===== src/rtl/mips_fetch_pkg.sv =====
// Shared types and constants for the mips_fetch instruction-fetch stage.
package mips_fetch_pkg;

  localparam int unsigned INST_W     = 32;
  localparam int unsigned PC_W       = 32;
  localparam int unsigned OPCODE_MSB = 31;
  localparam int unsigned OPCODE_LSB = 26;
  localparam int unsigned FUNCT_MSB  = 5;
  localparam int unsigned FUNCT_LSB  = 0;
  localparam int unsigned OPCODE_W   = OPCODE_MSB - OPCODE_LSB + 1;
  localparam int unsigned FUNCT_W    = FUNCT_MSB - FUNCT_LSB + 1;

  localparam logic [PC_W-1:0] RESET_PC_DEFAULT = 32'h0040_0000;
  localparam logic [PC_W-1:0] PC_INC           = 32'd4;

  typedef enum logic {
    RUN  = 1'b0,
    HALT = 1'b1
  } state_e;

  typedef struct packed {
    logic [INST_W-1:0] inst;
    logic [PC_W-1:0]   pc;
  } fetch_entry_t;

  // Force a byte address onto a word boundary.
  function automatic logic [PC_W-1:0] align_word(input logic [PC_W-1:0] addr);
    return {addr[PC_W-1:2], 2'b00};
  endfunction

endpackage


===== src/rtl/mips_fetch_if.sv =====
// Instruction-memory, decoder handshake and status signals of mips_fetch.
interface mips_fetch_if;
  import mips_fetch_pkg::*;

  logic                imem_req;
  logic [PC_W-1:0]     imem_addr;
  logic [INST_W-1:0]   imem_rdata;
  logic                dec_valid;
  logic                dec_ready;
  logic [INST_W-1:0]   inst;
  logic [OPCODE_W-1:0] opcode;
  logic [FUNCT_W-1:0]  funct;
  logic [PC_W-1:0]     inst_pc;
  logic                except;
  logic                redirect_valid;
  logic [PC_W-1:0]     redirect_pc;
  logic                halted;
  logic [PC_W-1:0]     fault_pc;

  modport master (
    output imem_req, imem_addr, dec_valid, inst, opcode, funct, inst_pc, halted, fault_pc,
    input  imem_rdata, dec_ready, except, redirect_valid, redirect_pc
  );

  modport slave (
    input  imem_req, imem_addr, dec_valid, inst, opcode, funct, inst_pc, halted, fault_pc,
    output imem_rdata, dec_ready, except, redirect_valid, redirect_pc
  );

endinterface


===== src/rtl/mips_fetch_fifo.sv =====
// Circular instruction buffer holding {inst, pc} pairs; flush empties it in one cycle.
module mips_fetch_fifo
  import mips_fetch_pkg::*;
#(
  parameter  int unsigned DEPTH = 2,
  localparam int unsigned PTR_W = (DEPTH > 1) ? $clog2(DEPTH) : 1,
  localparam int unsigned CNT_W = $clog2(DEPTH + 1)
) (
  input  logic             clock,
  input  logic             reset,
  input  logic             push_i,
  input  logic             pop_i,
  input  logic             flush_i,
  input  fetch_entry_t     wdata_i,
  output fetch_entry_t     rdata_o,
  output logic             full_o,
  output logic             empty_o,
  output logic [CNT_W-1:0] count_o
);

  fetch_entry_t     mem_q [DEPTH];
  logic [PTR_W-1:0] wr_ptr_q, wr_ptr_d;
  logic [PTR_W-1:0] rd_ptr_q, rd_ptr_d;
  logic [CNT_W-1:0] count_q, count_d;
  logic             do_push_c, do_pop_c;

  function automatic logic [PTR_W-1:0] ptr_inc(input logic [PTR_W-1:0] ptr);
    return (ptr == PTR_W'(DEPTH - 1)) ? '0 : ptr + PTR_W'(1);
  endfunction

  // A push into a full buffer is legal only when the head leaves the same cycle.
  always_comb begin
    do_pop_c  = pop_i & ~empty_o;
    do_push_c = push_i & (~full_o | do_pop_c);
    wr_ptr_d  = wr_ptr_q;
    rd_ptr_d  = rd_ptr_q;
    count_d   = count_q;
    if (flush_i) begin
      wr_ptr_d = '0;
      rd_ptr_d = '0;
      count_d  = '0;
    end else begin
      if (do_push_c) wr_ptr_d = ptr_inc(wr_ptr_q);
      if (do_pop_c)  rd_ptr_d = ptr_inc(rd_ptr_q);
      count_d = count_q + CNT_W'(do_push_c) - CNT_W'(do_pop_c);
    end
  end

  always_ff @(posedge clock) begin
    if (!reset) begin
      wr_ptr_q <= '0;
      rd_ptr_q <= '0;
      count_q  <= '0;
    end else begin
      wr_ptr_q <= wr_ptr_d;
      rd_ptr_q <= rd_ptr_d;
      count_q  <= count_d;
    end
  end

  always_ff @(posedge clock) begin
    if (do_push_c && !flush_i) mem_q[wr_ptr_q] <= wdata_i;
  end

  assign rdata_o = mem_q[rd_ptr_q];
  assign full_o  = (count_q == CNT_W'(DEPTH));
  assign empty_o = (count_q == '0);
  assign count_o = count_q;

endmodule


===== src/rtl/mips_fetch.sv =====
// MIPS instruction-fetch stage: PC sequencing, imem issue, buffering and decoder handshake.
// Optional MIPS_FETCH_STATS_EN adds the fetch_count output of accepted instructions.
module mips_fetch
  import mips_fetch_pkg::*;
#(
  parameter logic [PC_W-1:0] RESET_PC = RESET_PC_DEFAULT,
  parameter int unsigned     DEPTH    = 2
) (
  input  logic           clock,
  input  logic           reset,
  mips_fetch_if.master   fif
`ifdef MIPS_FETCH_STATS_EN
  ,
  output logic [31:0]    fetch_count
`endif
);

  localparam int unsigned     CNT_W       = $clog2(DEPTH + 1);
  localparam int unsigned     OCC_W       = CNT_W + 1;
  localparam logic [PC_W-1:0] RESET_PC_AL = {RESET_PC[PC_W-1:2], 2'b00};

  state_e          state_q, state_d;
  logic [PC_W-1:0] pc_q, pc_d;
  logic            epoch_q, epoch_d;
  logic            inflight_q, inflight_d;
  logic            inflight_epoch_q, inflight_epoch_d;
  logic [PC_W-1:0] inflight_pc_q, inflight_pc_d;
  logic [PC_W-1:0] fault_pc_q, fault_pc_d;

  fetch_entry_t     head_c;
  fetch_entry_t     push_data_c;
  logic             fifo_full_c, fifo_empty_c;
  logic [CNT_W-1:0] fifo_count_c;
  logic [OCC_W-1:0] occ_c;
  logic             dec_valid_c, accept_c, take_except_c, space_ok_c;
  logic             issue_c, push_c, flush_c;

  mips_fetch_fifo #(.DEPTH(DEPTH)) u_fifo (
    .clock   (clock),
    .reset   (reset),
    .push_i  (push_c),
    .pop_i   (accept_c),
    .flush_i (flush_c),
    .wdata_i (push_data_c),
    .rdata_o (head_c),
    .full_o  (fifo_full_c),
    .empty_o (fifo_empty_c),
    .count_o (fifo_count_c)
  );

  // A slot vacated by this cycle's pop counts as free, so a single request
  // in flight plus one buffered word sustains one instruction per cycle.
  always_comb begin
    dec_valid_c   = (state_q == RUN) & ~fifo_empty_c;
    accept_c      = dec_valid_c & fif.dec_ready;
    take_except_c = accept_c & fif.except;
    occ_c         = OCC_W'(fifo_count_c) + OCC_W'(inflight_q) - OCC_W'(accept_c);
    space_ok_c    = inflight_q ? (occ_c < OCC_W'(DEPTH)) : (~fifo_full_c | accept_c);
    push_data_c   = '{inst: fif.imem_rdata, pc: inflight_pc_q};
  end

  always_comb begin
    state_d          = state_q;
    pc_d             = pc_q;
    epoch_d          = epoch_q;
    inflight_d       = 1'b0;
    inflight_epoch_d = inflight_epoch_q;
    inflight_pc_d    = inflight_pc_q;
    fault_pc_d       = fault_pc_q;
    issue_c          = 1'b0;
    push_c           = 1'b0;
    flush_c          = 1'b0;
    case (state_q)
      RUN: begin
        push_c = inflight_q & (inflight_epoch_q == epoch_q);
        if (take_except_c) begin
          state_d    = HALT;
          fault_pc_d = head_c.pc;
          flush_c    = 1'b1;
          epoch_d    = ~epoch_q;
        end else if (fif.redirect_valid) begin
          pc_d    = align_word(fif.redirect_pc);
          flush_c = 1'b1;
          epoch_d = ~epoch_q;
        end else if (space_ok_c && reset) begin
          issue_c          = 1'b1;
          pc_d             = pc_q + PC_INC;
          inflight_d       = 1'b1;
          inflight_epoch_d = epoch_q;
          inflight_pc_d    = pc_q;
        end
      end
      HALT: begin
      end
      default: begin
        state_d = RUN;
      end
    endcase
  end

  always_ff @(posedge clock) begin
    if (!reset) begin
      state_q          <= RUN;
      pc_q             <= RESET_PC_AL;
      epoch_q          <= 1'b0;
      inflight_q       <= 1'b0;
      inflight_epoch_q <= 1'b0;
      inflight_pc_q    <= '0;
      fault_pc_q       <= '0;
    end else begin
      state_q          <= state_d;
      pc_q             <= pc_d;
      epoch_q          <= epoch_d;
      inflight_q       <= inflight_d;
      inflight_epoch_q <= inflight_epoch_d;
      inflight_pc_q    <= inflight_pc_d;
      fault_pc_q       <= fault_pc_d;
    end
  end

`ifdef MIPS_FETCH_STATS_EN
  logic [31:0] fetch_count_q;

  always_ff @(posedge clock) begin
    if (!reset)                          fetch_count_q <= '0;
    else if (accept_c && !fif.except)    fetch_count_q <= fetch_count_q + 32'd1;
  end

  assign fetch_count = fetch_count_q;
`endif

  // Head fields are forced to zero whenever nothing is presented.
  assign fif.imem_req  = issue_c;
  assign fif.imem_addr = pc_q;
  assign fif.dec_valid = dec_valid_c;
  assign fif.inst      = dec_valid_c ? head_c.inst : '0;
  assign fif.inst_pc   = dec_valid_c ? head_c.pc   : '0;
  assign fif.opcode    = fif.inst[OPCODE_MSB:OPCODE_LSB];
  assign fif.funct     = fif.inst[FUNCT_MSB:FUNCT_LSB];
  assign fif.halted    = (state_q == HALT);
  assign fif.fault_pc  = fault_pc_q;

endmodule


===== src/flat_wrapper.sv =====
// flat-port wrapper written by rule: the top's interface ports become plain ports
module mips_fetch_flat import mips_fetch_pkg::*;
#(
  parameter logic [PC_W-1:0] RESET_PC = RESET_PC_DEFAULT,
  parameter int unsigned     DEPTH    = 2
)
  (clock, reset, fif_imem_req, fif_imem_addr, fif_dec_valid, fif_inst, fif_opcode, fif_funct, fif_inst_pc, fif_halted, fif_fault_pc, fif_imem_rdata, fif_dec_ready, fif_except, fif_redirect_valid, fif_redirect_pc);
  mips_fetch_if fif_i ();
  input  logic clock;
  input  logic reset;
  output wire logic [$bits(fif_i.imem_req)-1:0] fif_imem_req;
  output wire logic [$bits(fif_i.imem_addr)-1:0] fif_imem_addr;
  output wire logic [$bits(fif_i.dec_valid)-1:0] fif_dec_valid;
  output wire logic [$bits(fif_i.inst)-1:0] fif_inst;
  output wire logic [$bits(fif_i.opcode)-1:0] fif_opcode;
  output wire logic [$bits(fif_i.funct)-1:0] fif_funct;
  output wire logic [$bits(fif_i.inst_pc)-1:0] fif_inst_pc;
  output wire logic [$bits(fif_i.halted)-1:0] fif_halted;
  output wire logic [$bits(fif_i.fault_pc)-1:0] fif_fault_pc;
  input wire logic [$bits(fif_i.imem_rdata)-1:0] fif_imem_rdata;
  input wire logic [$bits(fif_i.dec_ready)-1:0] fif_dec_ready;
  input wire logic [$bits(fif_i.except)-1:0] fif_except;
  input wire logic [$bits(fif_i.redirect_valid)-1:0] fif_redirect_valid;
  input wire logic [$bits(fif_i.redirect_pc)-1:0] fif_redirect_pc;
  assign fif_imem_req = fif_i.imem_req;
  assign fif_imem_addr = fif_i.imem_addr;
  assign fif_dec_valid = fif_i.dec_valid;
  assign fif_inst = fif_i.inst;
  assign fif_opcode = fif_i.opcode;
  assign fif_funct = fif_i.funct;
  assign fif_inst_pc = fif_i.inst_pc;
  assign fif_halted = fif_i.halted;
  assign fif_fault_pc = fif_i.fault_pc;
  assign fif_i.imem_rdata = fif_imem_rdata;
  assign fif_i.dec_ready = fif_dec_ready;
  assign fif_i.except = fif_except;
  assign fif_i.redirect_valid = fif_redirect_valid;
  assign fif_i.redirect_pc = fif_redirect_pc;
  mips_fetch #(.RESET_PC(RESET_PC), .DEPTH(DEPTH)) u_core (.clock(clock), .reset(reset), .fif(fif_i));
endmodule

===== config.mk =====
export PLATFORM = sky130hd
export DESIGN_NAME = mips_fetch_flat
export DESIGN_NICKNAME = d
export VERILOG_FILES = /design/src/rtl/mips_fetch_pkg.sv /design/src/rtl/mips_fetch_if.sv /design/src/rtl/mips_fetch_fifo.sv /design/src/rtl/mips_fetch.sv /design/src/flat_wrapper.sv
export SDC_FILE = /design/constraint.sdc
export NUM_CORES = 1
export LEC_CHECK = 0
export BUFFER_PORTS_ARGS = -buffer_cell sky130_fd_sc_hd__buf_2
export CORE_MARGIN = 5
export CORE_UTILIZATION = 23
export CTS_CLUSTER_SIZE = 24
export DETAILED_ROUTE_END_ITERATION = 10
export GPL_TIMING_DRIVEN = 0
export PLACE_DENSITY = 0.43
export REMOVE_ABC_BUFFERS = 1
export SYNTH_ARGS = -nofsm -noshare
export SYNTH_HDL_FRONTEND = slang
export SYNTH_SLANG_ARGS = --single-unit

===== constraint.sdc =====
create_clock -name clock -period 6.47 [get_ports clock]
set_input_delay 0.9705 -clock clock [delete_from_list [all_inputs] [get_ports clock]]
set_output_delay 0.9705 -clock clock [all_outputs]
set_load 0.02 [all_outputs]

==> results of run 1 <==
==> stage by stage <==
step           util [%]  worst slack, ps
2_1_floorplan         -            -1680
3_3_place_gp       26.6           -11410
3_5_place_dp       27.4             1020
4_1_cts            29.8              387
5_1_grt            29.8              258
6_report           29.8              576
==> cell usage in the layout (no fill, tap or decap), drive strengths merged, types with 3 or more instances in the layout <==
cell    synthesis  routed
xnor2           4       4
nor2          123     123
o21ai          17      17
o21bai          3       3
xor2            3       3
o41ai           3       3
inv            11      11
a31oi          10      10
a211oi         33      33
or3             6       6
conb            1       6
or2             3       3
a32oi           6       6
o211ai          6       6
edfxtp        124     124
nor4            6       6
nand2          92      92
nand4          10      10
and2            7       7
and3            3       3
buf            27     215
nand3          13      13
ha              4       4
mux2i          64      64
o221a           5       5
bufinv          0       4
or4             5       5
nor3            4       4
o31ai           8       8
clkinv          0       8
clkbuf         48      38
diode           0       4
dfxtp          99      99
a21oi          52      52
==> registers in the layout, indices dropped and copies added (netlist names), 2 cells and up, named ones only <==
signal	cells
u_core.u_fifo.count_o	2
u_core.inflight_pc_q	30
u_core.fif.fault_pc	30
u_core.fif.imem_addr	30
u_core.u_fifo.mem_q	124
==> worst max-delay path: cells and delay by family, from the launching register on <==
kind                       cells  cell delay [ps]
and+or+nand+nor                3              760
buffers and inverters          4             1430
adders and majority gates      2              630
DFF                            1              410
xor gates and xnor gates       1              180
AOI/OAI and AO/OA              2              950
==> layer usage <==
metal | vias to the layer above | track usage, % | share of wire, %
met2 | 200 | 19.9 | 46
met1 | 3215 | 17.0 | 46
li1 | 3357 | - | -
met5 | - | 0 | 0.070
met3 | 27 | 3.18 | 6.9
met4 | 2 | 2.59 | 1.4
==> final timing paths <==
kind                                 start                         end  cells after the start
setup / recovery  u_core.u_fifo.count_o[1]                fif_imem_req                     12
setup reg to reg  u_core.u_fifo.count_o[1]     u_core.inflight_pc_q[2]                     13
hold / removal    u_core.inflight_pc_q[17]  u_core.u_fifo.mem_q[0][17]                      0
hold reg to reg   u_core.inflight_pc_q[17]  u_core.u_fifo.mem_q[0][17]                      0
==> area by class of cell <==
cell class	count	area (sq um)	area share, %
antenna	4	10.0	0.0846
clock buffer	38	759	6.42
clock inverter	14	169	1.43
inverter	11	43.8	0.370
multi-input combinational	527	3200	27.0
sequential	223	5710	48.2
tap	525	657	5.55
timing repair buffer	215	1290	10.9
==> where the power goes <==
| group | switching [mW] | internal (mW) | total (mW) |
|---|---|---|---|
| Clock | 0.594 | 0.976 | 1.57 |
| Sequential | 0.0478 | 1.55 | 1.59 |
| Combinational | 0.235 | 0.125 | 0.359 |
==> cell families after synthesis <==
kind of cell / Yosys count / share of synthesized area, %
adders and majority gates: 5 / 0.760
other: 1 / 0.0407
muxes: 64 / 6.95
buffers and inverters: 86 / 4.30
DFF: 223 / 61.9
and+or+nand+nor: 278 / 13.0
xor gates and xnor gates: 7 / 0.665
AOI/OAI and AO/OA: 167 / 12.4
==> key figures, run 1 <==
Layout
  • Non-filler cells in the finished layout: 1557
  • Layout area overhead: 28.4%
  • Share of cells above drive strength 1: 27.1%
  • NumNets Final: between 1000 and 1500
  • Filler cells: approximately 4200
  • Post-route cell area: 11800 sq um

Setup path
  • Critical Setup Path Class: register to output port
  • Data arrival at the endpoint of the critical path: 4920 ps
  • Startpoint class of the critical path: register
  • Element type at the critical path end: output port
  • Highest net fanout along the worst path: 32
  • Library cell contributing the largest single delay on the critical path: o21bai_4
  • CP Data Required Time: between 5000 and 6000 ps
  • Flop2flop setup slack: 1910 ps
  • CP peak stage delay: 590 ps
  • Worst-path cell chain: o21bai_4 > inv_1 > and2_1 > ha_1 > nand2b_1 > fa_1 > xnor2_1 > and4_1 > o211ai_4 > buf_16 > inv_2 > buf_2

Drt
  • Vias post-DR: approximately 6800
  • Remaining number of nets flagged by the antenna check after routing: 0
  • Number of detailed-route iterations in the first pass: 6
  • Post-detailed-routing wire length: 28400 um
  • Violation count after the first detailed-routing iteration: 379
  • Post-DR vias/cell: 4.37
  • DRC violations left: 0
  • Average detailed-routed wire length per instance: between 15 and 20 um

Floorplanning
  • Number of placement rows: 73
  • Die height: 210 um
  • X dimension of the die: 210 um
  • Die Footprint: about 44000 sq um
  • Placeable Area: slightly below 40000 sq um
  • Initial Utilization: 23.2%
  • I/O pin total: 212

Synth
  • Portion of synthesized cell area occupied by the leading cell type: 40.4%
  • Main flop type after synthesis: edfxtp_1
  • Largest area contributor in the netlist: edfxtp_1
  • Post-Synthesis Cell Area: 9220 sq um
  • Total of flip-flops plus latches after synthesis: 223
  • Number of instances in the synthesized netlist: 831
  • Avg Synthesized Cell Area: 11.1 sq um
  • Synthesis Warnings: 0
  • Top cells by instance count after synthesis: 124 x edfxtp_1, 123 x nor2_1, 99 x dfxtp_1, 92 x nand2_1, 64 x mux2i_1
  • Leading cell types by total area after synthesis: edfxtp_1 40%, dfxtp_1 21%, mux2i_1 6.9%, nor2_1 5.0%, nand2_1 3.7%
  • Cell with the most instances after synthesis: edfxtp_1
  • Count of cell types in the netlist: 62
  • Share of synthesized area occupied by flip-flops and latches: 61.9%
  • Number of synthesized flops with an enable pin: roughly 120
  • Async set-reset flop share out of synthesis: 0%

Clock tree
  • Clock tree from TritonCTS: built
  • CTS max path bufs: 3
  • Clk sinks: 223
  • Number of buffers inserted by hold repair at cts: 0
  • H-Tree Depth: 1
  • Post_cts resized: 0
  • Post-CTS repair timing setup buffer count: 0
  • CTS root buf: clkbuf_16
  • Clock latency reported for the late side of the worst-skew pair: 540 ps
  • Number of buffers created by CTS: 28
  • Post-CTS clock slew at the launch and capture registers of the worst setup and hold paths: approximately 60 ps

Timing
  • Max Clock Skew: 11.7 ps
  • Final Max Tran Viols: 0
  • Final worst hold slack: 446 ps
  • Remaining max-slew budget at the tightest pin: around 23%
  • Transition at the pin with the smallest max-transition slack: 1160 ps
  • Final setup violating endpoints: 0
  • RSZ-0062 raised after global routing: false
  • Maximum clock frequency: between 150 and 200 MHz
  • Clock period minus worst slack: 5890 ps
  • Hold Vio Cnt, Final: 0
  • Sum of negative setup slack: 0 ps
  • Final Cycle Share: 91.1%

Placement
  • DP Wirelength: 19400 um
  • Placement Cell Area: around 11000 sq um
  • Weighted congestion reported at the end of routability-driven placement: 0.742
  • Number of buffer cells added on primary ports: 203
  • Number of placed cells counting well taps: 1501

Power
  • Leak Pwr: 4.38 nW
  • Worst IR drop on VDD: 128 uV
  • Total design power: 3.52 mW
  • Areal power density over the cells: 298 nW/um^2

Global routing
  • Total grt overflow: 0
  • Antenna violations before repair: 5
  • Maximum number of pins on one net before global-route repair: 63
  • Via count of the first global-routing pass: between 6000 and 7000
  • Total global-route track usage: between 10% and 20%
  • First-pass GRT wire length: 42900 um

Run status
  • Outcome: complete, no violations

Hold path
  • Worst min-delay path category: register to register

Run
  • Max-cap viol count: 0
(Power assumes the default switching activity.)
==> run 2, diff against run 1 <==
PLACE_DENSITY = 0.42   (was 0.43)
SYNTH_HIERARCHICAL = 1   (was not set)
==> run 2 against run 1 <==
Power down 4.5%. Wire length up 4.0%. Synthesized cell count up 6.4%. Critical path depth down 2. Combinational power down 45%. Clock-buffer cell count unchanged. Via count up 4.9%. Non-clock buffer count up 16. First-iteration DRC count down 8.4%. Clock power about the same. Register-to-register slack better by 220 ps. Critical path type unchanged. Highest routed layer is now met4.
==> key figures, run 2 <==
Clock tree
  • CTS max path bufs: 3 (unchanged)
  • Post-CTS clock slew at the launch and capture registers of the worst setup and hold paths: 60 ps (about the same)
  • Number of buffers created by CTS: 29 (+3.6%)
  • H-Tree Depth: 1 (unchanged)
  • Post-CTS repair timing setup buffer count: 0 (unchanged)
  • Post_cts resized: 0 (unchanged)
  • Number of buffers inserted by hold repair at cts: 0 (unchanged)
  • Clock tree from TritonCTS: built
  • CTS root buf: clkbuf_16
  • Clk sinks: 229 (+2.7%)
  • Clock latency reported for the late side of the worst-skew pair: 560 ps (+20 ps)

Timing
  • Clock period minus worst slack: 5240 ps (-652 ps)
  • Final Cycle Share: 81.0% (-10 points)
  • Maximum clock frequency: 191 MHz (+12%)
  • RSZ-0062 raised after global routing: false
  • Transition at the pin with the smallest max-transition slack: 1190 ps (+25.6 ps)
  • Max Clock Skew: 10.3 ps (-1.39 ps)
  • Remaining max-slew budget at the tightest pin: 21.0% (-1.6 points)
  • Final setup violating endpoints: 0 (unchanged)
  • Final Max Tran Viols: 0 (unchanged)
  • Hold Vio Cnt, Final: 0 (unchanged)

Synth
  • Count of cell types in the netlist: 67 (+8.1%)
  • Largest area contributor in the netlist: edfxtp_1
  • Number of synthesized flops with an enable pin: 128 (+3.2%)
  • Main flop type after synthesis: edfxtp_1
  • Total of flip-flops plus latches after synthesis: 229 (+2.7%)
  • Post-Synthesis Cell Area: 9840 sq um (+6.8%)
  • Number of instances in the synthesized netlist: 884 (+6.4%)
  • Synthesis Warnings: 6 (+6)
  • Cell with the most instances after synthesis: nand2_1
  • Top cells by instance count after synthesis: 166 x nand2_1, 128 x edfxtp_1, 101 x dfxtp_1, 66 x mux2_2, 65 x and2_1
  • Share of synthesized area occupied by flip-flops and latches: 59.6% (-2.3 points)
  • Avg Synthesized Cell Area: 11.1 sq um (+0.36%)
  • Async set-reset flop share out of synthesis: 0% (unchanged)
  • Leading cell types by total area after synthesis: edfxtp_1 39%, dfxtp_1 21%, mux2_2 7.6%, nand2_1 6.3%, and2_1 4.1%
  • Portion of synthesized cell area occupied by the leading cell type: 39.0% (-1.3 points)

Layout
  • Biggest register: u_core/u_fifo/mem_q
  • Diodes inserted: 0 (-4)
  • Commonest cells after routing, fill and taps aside: 206 x buf_2, 165 x nand2_1, 128 x edfxtp_1
  • NumNets Final: 1151 (+6.6%)
  • Leading cell type in the layout, fill and taps excluded: buf_2
  • Filler cells: 4417 (+6.4%)
  • Max FFs per register: 128 (+3.2%)
  • Layout area overhead: 27.6%
  • Share of cells above drive strength 1: 33.7% (+6.5 points)
  • Non-filler cells in the finished layout: 1641 (+5.4%)

Global routing
  • Via count of the first global-routing pass: 7292 (+5.9%)
  • Maximum number of pins on one net before global-route repair: 85 (+35%)
  • Antenna violations before repair: 0 (-5)
  • Total grt overflow: 0 (unchanged)
  • First-pass GRT wire length: 45000 um (+4.8%)
  • Total global-route track usage: 12.2% (-0.25 points)

Drt
  • Uppermost routed layer: met4
  • Average detailed-routed wire length per instance: 18.0 um (-1.3%)
  • Vias post-DR: 7137 (+4.9%)
  • Post-detailed-routing wire length: 29500 um (+4.0%)
  • Detailed route wirelength on metal3: 1620 um (-18%)
  • Post-Route M1 WL: 13400 um (+2.6%)
  • Number of detailed-route iterations in the first pass: 6 (unchanged)
  • Violation count after the first detailed-routing iteration: 347 (-8.4%)
  • Wire length on met2: 14100 um (+8.4%)
  • DRC violations left: 0 (unchanged)
  • Remaining number of nets flagged by the antenna check after routing: 0 (unchanged)
  • Post-DR vias/cell: 4.35 (-0.43%)

Placement
  • Number of buffer cells added on primary ports: 207 (+2.0%)
  • Number of placed cells counting well taps: 1587 (+5.7%)
  • DP Wirelength: 20700 um (+6.8%)
  • Weighted congestion reported at the end of routability-driven placement: 0.710 (-4.4%)

Power
  • Total design power: 3.36 mW (-4.5%)
  • Leak Pwr: 4.88 nW (+11%)
  • Worst IR drop on VDD: 190 uV (+48%)
  • Areal power density over the cells: 268 nW/um^2 (-10%)

Floorplanning
  • I/O pin total: 212 (unchanged)
  • Die height: 217 um (+3.2%)
  • Number of placement rows: 75 (+2.7%)
  • X dimension of the die: 217 um (+3.2%)
  • Initial Utilization: 23.4% (+0.16 points)
  • Die Footprint: 47000 sq um (+6.4%)
  • Placeable Area: 42100 sq um (+6.0%)

Setup path
  • Data arrival at the endpoint of the critical path: 4270 ps (-650 ps)
  • Element type at the critical path end: output port
  • CP Data Required Time: 5500 ps (about the same)
  • Highest net fanout along the worst path: 22 (-31%)
  • Startpoint class of the critical path: register
  • Critical Setup Path Class: register to output port

Hold path
  • Worst min-delay path category: register to register

Run
  • Max-cap viol count: 0 (unchanged)

Run status
  • Outcome: complete, no violations
==> run 2: cell types whose count changed in the layout (fill, tap and decap cells not counted), moves of 6 or more <==
cell | before | now
buf_6 | 1 | 12
a32oi_1 | 6 | 0
o21ai_0 | 16 | 6
mux2_2 | 0 | 66
clkinv_2 | 3 | 10
nor2_1 | 121 | 27
o21ai_1 | 0 | 45
mux2i_1 | 64 | 3
a211oi_1 | 33 | 4
nand2_1 | 92 | 165
and2_1 | 6 | 64
==> run 2: layout make-up <==
cell class              count  area, sq um  area share [%]
well taps                 539          674            5.37
clock buffers              38          810            6.44
inverters                   9         33.8           0.269
clock inverters            16          120           0.956
repair buffers            231         1420            11.3
multi-input cells         579         3630            28.9
flip-flops and latches    229         5870            46.7
==> run 2: critical path, cell delays in order, from the launching register on <==
cell      delay [ps]
dfxtp_1          530
nor2_1           200
nor3b_4          470
nor2b_1          270
o21ai_0          140
fa_1             390
xnor2_1          170
a21boi_1         200
nor3_4           910
buf_16           240
buf_2            180
==> run 2: final timing paths <==
path | startpoint | end | slack (ps) | cells past startpoint
max | u_core/u_fifo/count_o[1] | fif_imem_req | 1230 | 10
min | u_core/inflight_pc_q[4] | u_core/u_fifo/mem_q[0][4] | 450 | 0
max reg2reg | u_core/u_fifo/count_o[1] | u_core/fif.imem_addr[27] | 2130 | 10
min reg2reg | u_core/inflight_pc_q[4] | u_core/u_fifo/mem_q[0][4] | 450 | 0
==> run 2: kinds of logic (layout without fill, tap and decap cells) <==
| kind of cell | count (synthesis) | in the layout | share of synthesized area (%) |
|---|---|---|---|
| buf+inv | 81 | 294 | 3.98 |
| flops | 229 | 229 | 59.6 |
| compound gates | 173 | 173 | 11.1 |
| mux | 69 | 69 | 7.86 |
| xor+xnor | 5 | 5 | 0.445 |
| other cells | 1 | 6 | 0.0381 |
| simple gates | 323 | 323 | 16.5 |
| fa+ha+maj | 3 | 3 | 0.458 |
==> run 2: per-layer routing <==
metal	up-vias	track usage, %
met5	-	0
met4	0	2.09
met3	32	3.10
met2	147	20.9
met1	3429	15.8
li1	3529	-
==> run 2: power breakdown <==
part | leakage [nW] | total [mW] | switching, mW | internal [mW]
clock | 0.470 | 1.56 | 0.636 | 0.921
sequential | 2.05 | 1.61 | 0.0361 | 1.57
combinational | 2.36 | 0.199 | 0.124 | 0.0756
==> run 2: through the flow <==
step           worst slack, ps  cell area, sq um  setup TNS, ps  hold WS, ps  util, %
2_1_floorplan             -408              9500         -52160          425        -
3_3_place_gp             -5500             11200        -698300          430     26.6
3_5_place_dp              1440             11600              0          440     27.6
4_1_cts                   1110             12600              0          452     29.8
5_1_grt                    897             12600              0          462     29.8
6_report                  1230             12600              0          447     29.8
